===== src/rtl/mem_stage_lsu.sv =====
// MEM stage with EX->MEM register, load alignment/extension and a variable-latency load handshake.
// Optional forwarding bus to ID is enabled by defining MEM_FWD_EN.
module mem_stage_lsu #(
  parameter int unsigned DATA_W  = 32,
  parameter int unsigned PC_W    = 32,
  parameter int unsigned RA_W    = 5,
  parameter int unsigned STALL_W = 6,
  parameter int unsigned MEM_IDX = 3
) (
  input  logic                clk,
  input  logic                rst,
  input  logic [STALL_W-1:0]  stall,
  input  logic                flush,
  input  logic                ex_valid,
  input  logic [PC_W-1:0]     ex_pc,
  input  logic                ex_rf_we,
  input  logic [RA_W-1:0]     ex_rf_waddr,
  input  logic [DATA_W-1:0]   ex_result,
  input  logic                ex_is_load,
  input  logic [2:0]          ex_load_op,
  input  logic                data_rvalid,
  input  logic [DATA_W-1:0]   data_rdata,
  output logic                stallreq_mem,
  output logic                wb_valid,
  output logic [PC_W-1:0]     wb_pc,
  output logic                wb_rf_we,
  output logic [RA_W-1:0]     wb_rf_waddr,
  output logic [DATA_W-1:0]   wb_rf_wdata,
  output logic                mem_ale
`ifdef MEM_FWD_EN
  ,
  output logic [RA_W+DATA_W:0] mem_to_id,
  output logic                 mem_load_busy,
  output logic [RA_W-1:0]      mem_busy_waddr
`endif
);

  localparam int unsigned OffW = $clog2(DATA_W / 8);

  localparam logic [2:0] OpLb  = 3'b000;
  localparam logic [2:0] OpLh  = 3'b001;
  localparam logic [2:0] OpLw  = 3'b010;
  localparam logic [2:0] OpLd  = 3'b011;
  localparam logic [2:0] OpLbu = 3'b100;
  localparam logic [2:0] OpLhu = 3'b101;
  localparam logic [2:0] OpLwu = 3'b110;

  typedef enum logic [1:0] {StIdle, StWait, StHeld} state_e;

  logic              valid_q, valid_d;
  logic [PC_W-1:0]   pc_q, pc_d;
  logic              rf_we_q, rf_we_d;
  logic [RA_W-1:0]   waddr_q, waddr_d;
  logic [DATA_W-1:0] result_q, result_d;
  logic              is_load_q, is_load_d;
  logic [2:0]        op_q, op_d;
  logic [OffW-1:0]   off_q, off_d;
  state_e            state_q, state_d;
  logic [DATA_W-1:0] buf_q, buf_d;

  logic              stall_mem, stall_wb;
  logic              misalign, load_pend;
  logic [DATA_W-1:0] lane, load_ext;
  logic              unused_stall;

  assign stall_mem    = stall[MEM_IDX];
  assign stall_wb     = stall[MEM_IDX+1];
  assign unused_stall = ^stall;

  // Pipeline register next state: flush, then bubble, then advance, else hold.
  always_comb begin
    valid_d   = valid_q;
    pc_d      = pc_q;
    rf_we_d   = rf_we_q;
    waddr_d   = waddr_q;
    result_d  = result_q;
    is_load_d = is_load_q;
    op_d      = op_q;
    off_d     = off_q;
    if (flush || (stall_mem && !stall_wb)) begin
      valid_d   = 1'b0;
      pc_d      = '0;
      rf_we_d   = 1'b0;
      waddr_d   = '0;
      result_d  = '0;
      is_load_d = 1'b0;
      op_d      = '0;
      off_d     = '0;
    end else if (!stall_mem) begin
      valid_d   = ex_valid;
      pc_d      = ex_pc;
      rf_we_d   = ex_rf_we;
      waddr_d   = ex_rf_waddr;
      result_d  = ex_result;
      is_load_d = ex_is_load;
      op_d      = ex_load_op;
      off_d     = ex_result[OffW-1:0];
    end
  end

  always_comb begin
    misalign = 1'b0;
    case (op_q)
      OpLb, OpLbu: misalign = 1'b0;
      OpLh, OpLhu: misalign = off_q[0];
      OpLw:        misalign = |off_q[1:0];
      OpLwu:       misalign = (DATA_W != 64) || (|off_q[1:0]);
      OpLd:        misalign = (DATA_W != 64) || (|off_q);
      default:     misalign = 1'b1;
    endcase
  end

  assign lane = data_rdata >> {off_q, 3'b000};

  always_comb begin
    load_ext = data_rdata;
    case (op_q)
      OpLb:    load_ext = DATA_W'($signed(lane[7:0]));
      OpLh:    load_ext = DATA_W'($signed(lane[15:0]));
      OpLw:    load_ext = DATA_W'($signed(lane[31:0]));
      OpLbu:   load_ext = DATA_W'(lane[7:0]);
      OpLhu:   load_ext = DATA_W'(lane[15:0]);
      OpLwu:   load_ext = DATA_W'(lane[31:0]);
      default: load_ext = data_rdata;
    endcase
  end

  assign load_pend = valid_q & is_load_q & ~misalign;
  assign mem_ale   = valid_q & is_load_q & misalign;

  // A response arriving while MEM is stalled is parked in buf_q until the stall lifts.
  always_comb begin
    state_d = state_q;
    buf_d   = buf_q;
    unique case (state_q)
      StIdle: begin
        if (load_pend && data_rvalid && stall_mem) begin
          buf_d   = load_ext;
          state_d = StHeld;
        end else if (load_pend && !data_rvalid) begin
          state_d = StWait;
        end
      end
      StWait: begin
        if (data_rvalid) begin
          if (stall_mem) begin
            buf_d   = load_ext;
            state_d = StHeld;
          end else begin
            state_d = StIdle;
          end
        end
      end
      StHeld: begin
        if (!stall_mem) state_d = StIdle;
      end
      default: state_d = StIdle;
    endcase
    if (flush) state_d = StIdle;
  end

  always_ff @(posedge clk or posedge rst) begin
    if (rst) begin
      valid_q   <= 1'b0;
      pc_q      <= '0;
      rf_we_q   <= 1'b0;
      waddr_q   <= '0;
      result_q  <= '0;
      is_load_q <= 1'b0;
      op_q      <= '0;
      off_q     <= '0;
      state_q   <= StIdle;
      buf_q     <= '0;
    end else begin
      valid_q   <= valid_d;
      pc_q      <= pc_d;
      rf_we_q   <= rf_we_d;
      waddr_q   <= waddr_d;
      result_q  <= result_d;
      is_load_q <= is_load_d;
      op_q      <= op_d;
      off_q     <= off_d;
      state_q   <= state_d;
      buf_q     <= buf_d;
    end
  end

  assign stallreq_mem = ~data_rvalid &
                        ((state_q == StWait) | ((state_q == StIdle) & load_pend));
  assign wb_valid     = valid_q & ~stallreq_mem;
  assign wb_pc        = pc_q;
  assign wb_rf_waddr  = waddr_q;
  assign wb_rf_we     = rf_we_q & wb_valid & ~mem_ale;
  assign wb_rf_wdata  = !is_load_q           ? result_q :
                        (state_q == StHeld)  ? buf_q    : load_ext;

`ifdef MEM_FWD_EN
  assign mem_to_id      = {wb_rf_we, wb_rf_waddr, wb_rf_wdata};
  assign mem_load_busy  = stallreq_mem;
  assign mem_busy_waddr = stallreq_mem ? waddr_q : '0;
`endif

endmodule


===== config.mk =====
export PLATFORM = sky130hd
export DESIGN_NAME = mem_stage_lsu
export DESIGN_NICKNAME = d
export VERILOG_FILES = /design/src/rtl/mem_stage_lsu.sv
export SDC_FILE = /design/constraint.sdc
export NUM_CORES = 1
export LEC_CHECK = 0
export ABC_CLOCK_PERIOD_IN_PS = 4280
export CORE_AREA = 2 2 148 150
export CTS_CLUSTER_DIAMETER = 150
export DETAILED_ROUTE_END_ITERATION = 8
export DIE_AREA = 0 0 150 152
export PLACE_DENSITY_LB_ADDON = 0.12
export SLEW_MARGIN = 20
export SYNTH_ARGS = -nofsm -noshare
export SYNTH_HDL_FRONTEND = slang
export SYNTH_SLANG_ARGS = --single-unit

===== constraint.sdc =====
create_clock -name clk -period 4.28 [get_ports clk]
set_input_delay 0.642 -clock clk [delete_from_list [all_inputs] [get_ports clk]]
set_output_delay 0.642 -clock clk [all_outputs]
set_load 0.03 [all_outputs]

After elaboration in Yosys (flattened, before gate mapping)
Cells that the tools add are included.
- input port bits: 117
- bits in registers: 111
- output and inout bits: 73
- word-level logic and storage cells: 85
- equality and inequality tests: 14
- reductions and logical operators: 16
- bitwise operators: 13
- shift-type cells: 1
- mux-type cells: 31
- operator list (cell ; count):
    32-bit 2-to-1 mux ; 9
    32-bit one-hot mux with 5 select lines ; 1
    32-bit one-hot mux with 2 select lines ; 1
    32-bit by 5-bit right shift with 32-bit output ; 1
    2-bit 2-to-1 mux ; 8
    5-bit 2-to-1 mux ; 2
    3-bit == test (second input constant) ; 3
    1-bit AND ; 8
    2-bit OR reduction ; 4
    1-bit 2-to-1 mux ; 6
    3-bit 2-to-1 mux ; 2
    2-bit inequality test (second input constant) ; 3
    3-bit inequality test (second input constant) ; 2
    2-bit one-hot mux with 3 select lines ; 1
    1-bit logical AND ; 4
    4-bit inequality test (second input constant) ; 1
    1-bit NOT ; 4
    4-bit AND reduction ; 1
    3-bit by 1-bit == test with 1-bit output (second input constant) ; 1
    3-bit by 2-bit == test with 1-bit output (second input constant) ; 1
    3-bit logical NOT ; 1
    1-bit one-hot mux with 3 select lines ; 1
    3-bit AND reduction ; 1
    2-bit by 1-bit == test with 1-bit output (second input constant) ; 1
    other kinds (7) ; 8

Depth between registers and ports, before layout
- depth after elaboration: 12
- depth in mapped cells: 8
- depth with buffers taken out: 5

Least setup slack after synthesis
Ideal clock, no wire load.
- path type: register -> output
- from: register, netlist name result_q[1]
- to: output port wb_rf_wdata[29]
- slack: 1.572 ns
- path buffers: 4
- cell stages (with the launch flop): 9
- required time: 3.638 ns
- data arrival time: 2.066 ns
- cells stage by stage: dfrtp_1 > buf_6 > buf_6 > nor2_2 > o21a_1 > buf_2 > clkbuf_1 > a211oi_1 > o2bb2ai_1
- RTL lines (element ; line ; source):
    to (decl) ; 28 ; output logic [DATA_W-1:0] wb_rf_wdata,

==> flow_summary.ini <==
[outcome]
outcome = complete, no violations

[logic_synthesis]
syn_area_um2 = 5874
synth_top_area_cell = dfrtp_1
ys_types = 56
synthArstFlopShare_pct = 100.0
ys.flop_type = dfrtp_1
seq_area_frac_synth_pct = 46.43
synth_edf_count = 0
ys_warn_count = 0
avgSynthCellArea_um2 = 9.758
synth.net_count = 719
synth_top_area_share_pct = 46.43
synthTopCellsByArea = dfrtp_1, a22o_1, nand2_1
ys_seq_elements = 109
netlist_instances = 602

[cells_and_area]
syn_to_final_growth_pct = 41.00
ff_latch_area_um2 = 2728
final_cell_mix = clkdlybuf4s50_1, dfrtp_1, nand2_1
drive_gt1_share_pct = 10.97
instances_no_fill = 1046
nets = 878
fillers = 2168
diodes = 0
multi_input_comb_area_um2 = 2831
final_common_cell = clkdlybuf4s50_1

[power_and_ir_drop]
irDropWorstVdd_mv = 0.1785
p_leak_nw = 3.503
power_density_nw_per_um2 = 328.7

[global_routing]
grt_pass1_wl_mm = 31.24
antenna_found_initial = 0
grtUsageMet3_pct = 4.955
use_met2_pct = 27.70
use_met1_pct = 24.12
grt_max_degree = 71
busiest_layer = met2
overflow = 0
first_global_vias = 5506
gr-usage-all-layers_pct = 17.65

[timing]
setup_viol = 0
fin_skew_ps = 12.94
slew_headroom_pct = 33.47
hold_viol = 0
rsz0062_at_grt = false
period_share_pct = 94.39
slew_violations = 0
worstMarginPinSlew_ps = 998.0
fin_crit_ps = 4040
max_freq_ghz = 0.2475
timing.setup.tns_ps = 0

[clock_tree]
clk-insertion-delay-late_ps = 360
tritoncts = done
clk_path_buf_depth = 2
cts_resized = 0
hold_buffers = 0
cts-root-buf = clkbuf_16
cts_sinks = 109
cts_max_level = 3
cts_buffers = 9
clkTransAtPathRegs_ps = 80
postCtsSetupRepairBufs = 0

[worst_hold_path]
min_path_type = flip-flop to flip-flop

[drt]
ant_nets = 0
route.detailed.drc = 0
vias = 5429
firstDrtPassIters = 5
wl_per_cell_um = 19.17
via_per_inst = 5.190
drtIter0Drc = 252
routed_wirelength_mm = 20.05

[worst_setup_path]
cp_slowest_cell = clkdlybuf4s50_1
cp_slowest_stage_delay_ps = 690
path_cells = nor2b_1 > a32oi_1 > o2111a_1 > or4_1 > a21oi_1 > clkdlybuf4s50_1
crit_fanout = 11
cp.required_ps = 3640
cp_top_family = simple AND/OR/NAND/NOR gates
criticalPathCategory = flip-flop to primary output
path_buf_inv = 1
worst_ep_arrival_time_ps = 3400
endpoint_kind = primary output
cp-start-kind = flip-flop

[placed_design]
finalWeightedCongestion = 0.8701
dp_hpwl_mm = 14.60
dp_cells = 1030
place.port_buffers = 185

[floorplan]
fp.dieArea_um2 = 22800
initial_utilization_pct = 27.51
rows = 54
die_w_um = 150
die_h_um = 152
pin_count = 190
core_area_um2 = 21350

[run]
maxCapViolCount = 0
final timing paths:
check                                 end   startpoint  cells after the start  slack, ps
hold / removal                  buf_q[17]    buf_q[17]                      2        470
max in group asynchronous       wb_pc[24]          rst                      3       2590
min in group asynchronous       wb_pc[27]          rst                      2        820
setup / recovery           wb_rf_wdata[9]  result_q[1]                      6        240
setup reg to reg                buf_q[13]      op_q[1]                      7       1350
hold reg to reg                 buf_q[17]    buf_q[17]                      2        470
worst register-to-register path: stages (launching register included):
cell and delay (ps):
dfrtp_1 700, buf_4 330, o21ai_0 140, a41oi_2 330, or3_1 820, buf_4 370
nand2_1 80, o21ai_1 80
power breakdown:
group | leakage [nW] | switching, mW | internal, mW
logic | 1.89 | 0.337 | 0.298
clock network | 0.154 | 0.419 | 0.493
registers | 1.46 | 0.0579 | 1.12
layer usage:
layer | share of wire [%] | wire length (um)
met1 | 46 | 9250
met2 | 45 | 9108
met3 | 7.4 | 1480
met5 | 0 | 0
met4 | 1.0 | 207
per-stage QoR:
step	setup WS [ps]	hold WS, ps	instance area [um^2]	total power, mW	utilization [%]
2_1_floorplan	764.1	439.1	5874	1.540	-
3_3_place_gp	421.6	452.2	7964	1.827	37.30
3_5_place_dp	411.5	458.0	7964	1.835	37.30
4_1_cts	152.0	477.1	8283	2.767	38.80
5_1_grt	55.58	496.6	8283	2.863	38.80
6_report	240.0	473.7	8283	2.723	38.80
area by class of cell:
class / instances / area share (%)
Clock buffer: 11 / 3.051
Clock inverter: 5 / 0.8006
Sequential cell: 109 / 32.93
Tap cell: 280 / 4.230
Timing Repair Buffer: 210 / 24.59
Multi-Input combinational cell: 427 / 34.18
Inverter: 4 / 0.2115
Yosys cell counts (all sizes together), types with 3 or more instances:
| cell type | instances |
|---|---|
| mux2 | 13 |
| buf | 28 |
| nor3b | 3 |
| a22o | 76 |
| inv | 4 |
| o22ai | 4 |
| o21ai | 51 |
| a21oi | 37 |
| clkbuf | 34 |
| nand2 | 80 |
| or3 | 6 |
| or4 | 5 |
| o2bb2ai | 17 |
| o211ai | 3 |
| a211oi | 8 |
| nor3 | 11 |
| nor4 | 4 |
| and2 | 4 |
| a31oi | 3 |
| a22oi | 14 |
| o2111a | 5 |
| a2bb2oi | 7 |
| dfrtp | 109 |
| a32oi | 6 |
| a221oi | 5 |
| nor2 | 24 |
| nor2b | 12 |
| mux2i | 3 |
logic make-up (layout without fill, tap and decap cells):
family | count (synthesis) | after routing | share of synthesized area, %
compound gates | 252 | 252 | 31.76
simple gates | 158 | 158 | 12.87
mux | 17 | 17 | 3.387
flops | 109 | 109 | 46.43
buf+inv | 66 | 230 | 5.559
sequential cells by signal (all words and copies together) (netlist names):
| name | count |
|---|---|
| buf_q | 32 |
| result_q | 32 |
| wb_pc | 32 |
| wb_rf_waddr | 5 |
| op_q | 3 |
| state_q | 2 |
| is_load_q | 1 |
| rf_we_q | 1 |
| valid_q | 1 |
No activity file was read; power rests on OpenSTA's default activity.
